$ cat src/rtl/conv_tile_scheduler.sv
`default_nettype none
// ============================================================================
// Module      : conv_tile_scheduler
// Description : Top-level sequencer for one convolution layer on a
//               SYSTOLIC_SIZE x SYSTOLIC_SIZE systolic array. It walks every
//               filter group and, inside each group, every output tile. Each
//               tile is one OFM row segment of up to SYSTOLIC_SIZE columns.
//               For each tile it drives the weight-load, IFM-load, compute
//               and write-back units through start/done handshakes. It also
//               publishes the current tile coordinates to the address
//               generators.
// Ports       : clk, rst           - clock, asynchronous active-high reset
//               start              - layer start request (sampled in IDLE)
//               wgt/ifm/cmp/wb_start - one-cycle phase start pulses
//               wgt/ifm/cmp/wb_done  - one-cycle phase completion pulses
//               count_filter       - current filter group index
//               count_tiling       - current tile index within the group
//               tile_row           - OFM row of the current tile
//               tile_col_base      - first OFM column of the current tile
//               valid_cols         - number of valid columns in the tile
//               busy, done         - layer activity / completion pulse
// Revision    : 1.0 - initial release
// ============================================================================
module conv_tile_scheduler #(
    parameter int SYSTOLIC_SIZE = 16,
    parameter int IFM_SIZE      = 15,
    parameter int KERNEL_SIZE   = 3,
    parameter int NO_FILTER     = 512
) (
    input  logic        clk,
    input  logic        rst,
    input  logic        start,
    output logic        wgt_start,
    input  logic        wgt_done,
    output logic        ifm_start,
    input  logic        ifm_done,
    output logic        cmp_start,
    input  logic        cmp_done,
    output logic        wb_start,
    input  logic        wb_done,
    output logic [15:0] count_filter,
    output logic [15:0] count_tiling,
    output logic [15:0] tile_row,
    output logic [15:0] tile_col_base,
    output logic [5:0]  valid_cols,
    output logic        busy,
    output logic        done
);

    localparam int c_OFM_SIZE_CONV      = IFM_SIZE - KERNEL_SIZE + 1;
    localparam int c_NO_FG              = NO_FILTER / SYSTOLIC_SIZE;
    localparam int c_NO_TILING_PER_LINE = (c_OFM_SIZE_CONV + SYSTOLIC_SIZE - 1) / SYSTOLIC_SIZE;
    localparam int c_NO_TILING          = c_NO_TILING_PER_LINE * c_OFM_SIZE_CONV;

    localparam logic [15:0] c_LAST_TILE = 16'(c_NO_TILING - 1);
    localparam logic [15:0] c_LAST_FG   = 16'(c_NO_FG - 1);
    localparam logic [15:0] c_LAST_COL  = 16'(c_NO_TILING_PER_LINE - 1);
    localparam logic [15:0] c_TILE_W    = 16'(SYSTOLIC_SIZE);
    localparam logic [15:0] c_OFM_W     = 16'(c_OFM_SIZE_CONV);
    localparam logic [5:0]  c_TILE_W6   = 6'(SYSTOLIC_SIZE);
    // Valid width of the first tile on a line (column base 0).
    localparam logic [5:0]  c_FIRST_VALID =
        6'((c_OFM_SIZE_CONV < SYSTOLIC_SIZE) ? c_OFM_SIZE_CONV : SYSTOLIC_SIZE);

    typedef enum logic [2:0] {
        S_IDLE     = 3'd0,
        S_LOAD_WGT = 3'd1,
        S_LOAD_IFM = 3'd2,
        S_COMPUTE  = 3'd3,
        S_WRITE    = 3'd4,
        S_NEXT     = 3'd5,
        S_FINISH   = 3'd6
    } state_t;

    state_t      r_state;
    logic [15:0] r_tile_col;

    // Coordinates of the tile that follows the current one in raster order.
    logic        w_col_wrap;
    logic [15:0] w_next_col;
    logic [15:0] w_next_row;
    logic [15:0] w_next_base;
    logic [15:0] w_rem_cols;
    logic [5:0]  w_next_valid;

    always_comb begin
        w_col_wrap   = (r_tile_col == c_LAST_COL);
        w_next_col   = w_col_wrap ? 16'd0 : r_tile_col + 16'd1;
        w_next_row   = w_col_wrap ? tile_row + 16'd1 : tile_row;
        w_next_base  = w_col_wrap ? 16'd0 : tile_col_base + c_TILE_W;
        // The next base always lies inside the OFM line, so this cannot underflow.
        w_rem_cols   = c_OFM_W - w_next_base;
        w_next_valid = (w_rem_cols > c_TILE_W) ? c_TILE_W6 : w_rem_cols[5:0];
    end

    // Every output is registered. Start pulses are raised on the transition
    // into their phase, so each one lasts exactly the first cycle of that
    // phase. The default assignments below drop them again on the next edge.
    always_ff @(posedge clk or posedge rst) begin
        if (rst) begin
            r_state       <= S_IDLE;
            r_tile_col    <= 16'd0;
            wgt_start     <= 1'b0;
            ifm_start     <= 1'b0;
            cmp_start     <= 1'b0;
            wb_start      <= 1'b0;
            count_filter  <= 16'd0;
            count_tiling  <= 16'd0;
            tile_row      <= 16'd0;
            tile_col_base <= 16'd0;
            valid_cols    <= 6'd0;
            busy          <= 1'b0;
            done          <= 1'b0;
        end else begin
            wgt_start <= 1'b0;
            ifm_start <= 1'b0;
            cmp_start <= 1'b0;
            wb_start  <= 1'b0;
            done      <= 1'b0;
            case (r_state)
                S_IDLE: begin
                    if (start) begin
                        r_state       <= S_LOAD_WGT;
                        wgt_start     <= 1'b1;
                        busy          <= 1'b1;
                        count_filter  <= 16'd0;
                        count_tiling  <= 16'd0;
                        tile_row      <= 16'd0;
                        r_tile_col    <= 16'd0;
                        tile_col_base <= 16'd0;
                        valid_cols    <= c_FIRST_VALID;
                    end
                end
                S_LOAD_WGT: begin
                    if (wgt_done) begin
                        r_state   <= S_LOAD_IFM;
                        ifm_start <= 1'b1;
                    end
                end
                S_LOAD_IFM: begin
                    if (ifm_done) begin
                        r_state   <= S_COMPUTE;
                        cmp_start <= 1'b1;
                    end
                end
                S_COMPUTE: begin
                    if (cmp_done) begin
                        r_state  <= S_WRITE;
                        wb_start <= 1'b1;
                    end
                end
                S_WRITE: begin
                    if (wb_done) begin
                        r_state <= S_NEXT;
                    end
                end
                S_NEXT: begin
                    if (count_tiling < c_LAST_TILE) begin
                        // Next tile of the same filter group; weights stay loaded.
                        r_state       <= S_LOAD_IFM;
                        ifm_start     <= 1'b1;
                        count_tiling  <= count_tiling + 16'd1;
                        r_tile_col    <= w_next_col;
                        tile_row      <= w_next_row;
                        tile_col_base <= w_next_base;
                        valid_cols    <= w_next_valid;
                    end else if (count_filter < c_LAST_FG) begin
                        // Next filter group restarts the tile walk at the origin.
                        r_state       <= S_LOAD_WGT;
                        wgt_start     <= 1'b1;
                        count_filter  <= count_filter + 16'd1;
                        count_tiling  <= 16'd0;
                        r_tile_col    <= 16'd0;
                        tile_row      <= 16'd0;
                        tile_col_base <= 16'd0;
                        valid_cols    <= c_FIRST_VALID;
                    end else begin
                        r_state <= S_FINISH;
                        done    <= 1'b1;
                    end
                end
                S_FINISH: begin
                    r_state <= S_IDLE;
                    busy    <= 1'b0;
                end
                default: begin
                    r_state <= S_IDLE;
                    busy    <= 1'b0;
                end
            endcase
        end
    end

endmodule
`default_nettype wire

$ cat config.mk
export PLATFORM = sky130hd
export DESIGN_NAME = conv_tile_scheduler
export DESIGN_NICKNAME = d
export VERILOG_FILES = /design/src/rtl/conv_tile_scheduler.sv
export SDC_FILE = /design/constraint.sdc
export NUM_CORES = 1
export LEC_CHECK = 0
export CAP_MARGIN = 10
export CORE_MARGIN = 1.5
export CORE_UTILIZATION = 48
export DETAILED_ROUTE_END_ITERATION = 10
export PLACE_DENSITY = 0.79
export SYNTH_ARGS = -nofsm -noshare
export SYNTH_HDL_FRONTEND = slang
export SYNTH_SLANG_ARGS = --single-unit
$ cat constraint.sdc
create_clock -name clk -period 3.2 [get_ports clk]
set_clock_uncertainty 0.15 [all_clocks]
set_input_delay 0.64 -clock clk [delete_from_list [all_inputs] [get_ports clk]]
set_output_delay 0.64 -clock clk [all_outputs]
set_load 0.005 [all_outputs]
Word level (Yosys, flattened, before mapping)
Index checks and enable logic that the tools add are counted.
- add/subtract/negate cells: 6
- $lt $le $gt $ge: 3
- equality and inequality tests: 14
- mux-type cells: 45
- bitwise logic cells: 1
- reductions and logical operators: 9
- operators with widths (cell ; count):
    $mux 16 ; 11
    $pmux 16 s2 ; 5
    $add 16x1->16 const B ; 4
    $mux 6 ; 4
    $mux 3 ; 7
    $pmux 3 s6 ; 1
    $add 16x5->16 const B ; 1
    $gt 16x5->1 const B ; 1
    $logic_not 16->1 ; 1
    $lt 16x4->1 const B ; 1
    $lt 16x5->1 const B ; 1
    $sub 4x16->16 const A ; 1
    $ne 2x2->1 const B ; 7
    $mux 1 ; 13
    $pmux 6 s2 ; 1
    $reduce_and 4->1 ; 2
    $eq 3x2->1 const B ; 2
    $eq 3x3->1 const B ; 2
    $ne 3x3->1 const B ; 2
    $pmux 1 s2 ; 3
    $reduce_and 5->1 ; 1
    $reduce_or 5->1 ; 1
    $eq 3x1->1 const B ; 1
    $logic_not 3->1 ; 1
    other kinds (4) ; 4
- register bits: 95
- bits of input ports: 7
- output and inout port bits: 76
- logic and storage cells: 91

Longest topological paths before layout
- depth after elaboration: 7
- gate-level depth with buffers: 14
- gate-level depth less buffers: 13

Least setup slack after synthesis
Ideal clock, no wire load.
- path kind: reg-to-reg
- from: reg r_tile_col[0]
- to: reg valid_cols[4]
- library setup time: 0.126 ns
- arrival time: 2.978 ns
- required time: 2.924 ns
- path slack: -0.054 ns
- stages on the path, launching flop included: 14
- path buffers: 1
- clock period less this slack: 3.254 ns
- path through: dfrtp_1 inv_1 ha_1 nor4b_1 nand4_1 clkbuf_1 and2_1 ha_1 a21oi_1 o21ai_0 xnor2_1 o41ai_2 nand3_2 a221o_1
- word-level cells in the longest chain between the ends: 7
- ends and longest elaborated chain (item ; RTL line ; text):
    start, declared ; 76 ; logic [15:0] r_tile_col;
    start signal, assigned ; 163 ; r_tile_col <= w_next_col;
    $logic_not 16->1 * ; 87 ; w_col_wrap = (r_tile_col == c_LAST_COL);
    $mux 16 * ; 90 ; w_next_base = w_col_wrap ? 16'd0 : tile_col_base + c_TILE_W;
    $sub 4x16->16 * ; 92 ; w_rem_cols = c_OFM_W - w_next_base;
    $gt 16x5->1 ; 93 ; w_next_valid = (w_rem_cols > c_TILE_W) ? c_TILE_W6 : w_rem_cols[5:0];
    $mux 6 * ; 93 ;
    $mux 6 * ; 158 ; if (count_tiling < c_LAST_TILE) begin
    $pmux 6 s2 * ; 120 ; case (r_state)
    end signal, assigned ; 131 ; valid_cols <= c_FIRST_VALID;
    end signal, assigned ; 166 ; valid_cols <= w_next_valid;
    end signal, assigned ; 176 ; valid_cols <= c_FIRST_VALID;
    end, declared ; 45 ; output logic [5:0] valid_cols,
Every way passes the cells marked *; elsewhere a longest branch is shown, timed or not.
A chain may end at the register's enable or synchronous reset.

Worst setup path in the final report
- from: reg r_tile_col[8]
- to: reg valid_cols[4]
Same word-level chain as after synthesis.

==> run_results.csv <==
group,metric,value,unit
global_route,grt_max_degree,35,
timing,worst_pin_slew,0.7826,ns
placement,place_congestion,0.8270,
synthesis,yosys.area_share.simple,0.2473,
synthesis,ys.flop_type,"dfrtp_1",
clocking,cts-root-buf,"clkbuf_8",
pwr,seqPwrFrac,0.447,
timing,setup_viol,1,
global_route,grt_pass1_vias,4176,
worst_setup_path,r2r_slack,-0.008,ns
pwr,powerDensity,512.5,nW/um^2
timing,min_period_over_period,1.002,
route,drt_wl_total,12.02,mm
cells_and_area,diodes,0,
pwr,p_int,2.096,mW
synthesis,synthDistinctLibCells,56,
global_route,antenna_found_initial,0,
synthesis,synth_warnings,0,
placement,numPortBuffers,82,
route,drt_pass1_iterations,5,
placement,placed_area,5926,sq um
pwr,vdd_drop_max,0.3484,mV
pwr,clockPowerShare,0.252,
cells_and_area,fin_nets,629,
synthesis,netlist_instances,521,
global_route,grt_pass1_wl,20.02,mm
route,ant_nets,0,
cells_and_area,fin_cells,751,
timing,finalHoldViolCount,0,
synthesis,synth_compound_area_frac,0.1513,
worst_setup_path,worstSetupPathType,"reg -> reg",
min_path,min_path_type,"reg -> reg",
cells_and_area,final_common_cell,"dfrtp_1",
route,drc,0,
timing,drv_slew,0,
die,dieArea,10820,sq um
outcome,status,"finished, violations left",
worst_setup_path,critPathCaptureType,"register",
clocking,cts_hold_buf,0,
timing,max-slew-margin-rel,0.4770,
die,initial_core_util,0.4987,
clocking,cts_tree,"yes",
cells_and_area,n_fill_cell,845,
synthesis,avgSynthCellArea,9.400,sq um
die,io_pins,83,
clocking,cts.sinks,95,
synthesis,synth_seq_cells,95,
route,wl_per_cell,16.01,um
synthesis,netlist_area,4897,sq um
global_route,grt-ovfl-total,0,
placement,post-place-ws,-0.06384,ns
cells_and_area,layout-drive-gt1-share,0.09223,
cells_and_area,finalInstanceArea,6181,sq um
clocking,clk_latency,0.37,ns
pwr,finalPower,3.167,mW
pwr,p_sw,1.072,mW
synthesis,synth_top_family_by_area,"simple AND/OR/NAND/NOR gates",
pwr,p_leak,2.724,nW
pwr,switching_share,0.3383,
die,std_cell_rows,36,
worst_setup_path,cp.required,3.30,ns
timing,finalWorstSetupSlack,-0.007803,ns
route,avgViaCountPerCell,5.692,
synthesis,yosys-mux-area-fraction,0.008431,
pwr,pwr-share-comb,0.301,
clocking,clock_path_buffers,2,
global_route,grt_use_total,0.2273,
flow_run,max_cap_viol_count,0,
clocking,h-tree-depth,3,
synthesis,synthAdderAreaFrac,0.02299,
synthesis,synth_edf_count,0,
route,drt-initial-drc-count,218,
placement,dpl.hpwl,8.383,mm
worst_setup_path,setup.worst_path.start_class,"register",
timing,fmax,311.7,MHz
outcome,failed_checks,"negative setup slack",
worst_setup_path,worstPathArrival,3.31,ns
route,num_vias,4275,
synthesis,syn_nets,537,
synthesis,synthArstFlopShare,1.000,
placement,dp_cells,730,
cells_and_area,mostFrequentLayoutCells,"95 x dfrtp_1, 82 x clkdlybuf4s50_1, 62 x nand2_1",
die,die_h,104.0,um
synthesis,synth_xor_area_frac,0.05723,
die,core-area,9819,sq um
synthesis,seq_area_frac_synth,0.4854,
clocking,cts_inserted_buffers,9,
die,die_w,104.0,um
clocking,clk_pin_slew,0.09,ns
timing,min_period,3.208,ns
worst_setup_path,crit_fanout,5,
cells_and_area,areaGrowthSynthToFinish,26.21,%
## state kept, by name (all words and copies together) (netlist names), 3 cells and up
name,cells
valid_cols,6
r_state,3
r_tile_col,16
count_tiling,16
count_filter,16
tile_row,16
tile_col_base,16
## worst max-delay path, cell delays in order (launching register included)
cell	delay [ns]
dfrtp_1	0.43
nor4_1	0.35
nand4_1	0.22
and2_4	0.20
ha_2	0.22
a21oi_4	0.15
o2111ai_1	0.18
a22o_1	0.28
o41ai_2	0.34
nand3_2	0.21
a221o_1	0.35
## what timing repair did
action / in CTS / in global routing
pin swaps: 2 / 7
setup endpoints to repair: 3 / 5
setup buffers: 2 / 3
resized for setup: 0 / 7
## per-stage QoR
step	utilization	hold WS (ns)	setup TNS (ns)
after floorplan	-	0.3015	0
after global placement	0.6035	0.3222	0
after detailed placement	0.6035	0.3162	-0.08458
after CTS	0.6245	0.3356	0
after global routing	0.6295	0.3533	-0.2057
final	0.6295	0.3326	-0.007803
## cell type report
cell class                      count  area, sq um  share of cell area
Multi-Input combinational cell    397         2416              0.3909
Sequential cell                    95         2377              0.3846
Timing Repair Buffer              102        996.0              0.1611
Tap cell                          133        166.4             0.02692
Clock buffer                       13        148.9             0.02409
Clock inverter                      3        42.54            0.006883
Inverter                            8        33.78            0.005466
## power groups by stage
stage	Sequential [mW]	Combinational [mW]	Clock, mW
4_1_cts	1.42	0.908	0.812
5_1_grt	1.44	1.05	0.862
2_1_floorplan	1.38	0.601	0
3_3_place_gp	1.44	0.859	0
3_5_place_dp	1.44	0.880	0
6_report	1.42	0.953	0.798
## Yosys cell counts (5+ instances only)
cell / n / area (sq um)
a21oi_1: 20 / 100.1
a31oi_1: 9 / 56.30
and2_1: 17 / 106.4
and3_1: 23 / 143.9
buf_2: 5 / 25.02
clkbuf_1: 13 / 48.80
dfrtp_1: 95 / 2377
ha_1: 9 / 112.6
inv_1: 8 / 30.03
nand2_1: 62 / 232.7
nand3_1: 14 / 70.07
nand4_1: 13 / 81.33
nor2_1: 58 / 217.7
nor3_1: 5 / 25.02
nor4_1: 8 / 50.05
o21ai_0: 55 / 275.3
o31ai_1: 8 / 60.06
or3_1: 5 / 31.28
xnor2_1: 10 / 87.58
xor2_1: 22 / 192.7
## kinds of logic (layout without fill, tap and decap cells)
logic type,Yosys count,in the layout
simple gates,233,233
compound gates,119,119
flops,95,95
buf+inv,29,126
xor+xnor,32,32
mux,4,4
fa+ha+maj,9,9
## path summary, 6_finish.rpt
kind / startpoint / endpoint / cells after the start
max in group asynchronous: rst / r_tile_col[5] / 3
min reg2reg: valid_cols[1] / valid_cols[1] / 2
max: r_tile_col[8] / valid_cols[4] / 10
min: valid_cols[1] / valid_cols[1] / 2
max reg2reg: r_tile_col[8] / valid_cols[4] / 10
min in group asynchronous: rst / tile_col_base[6] / 2
## routing by layer
metal	global-route usage	wire length, um	vias up
met4	0.09028	221	0
met3	0.04511	696	23
met1	0.3049	5342	2080
met5	0	0	-
met2	0.3628	5763	141
li1	-	-	2031
No activity file was read; power rests on OpenSTA's default activity.
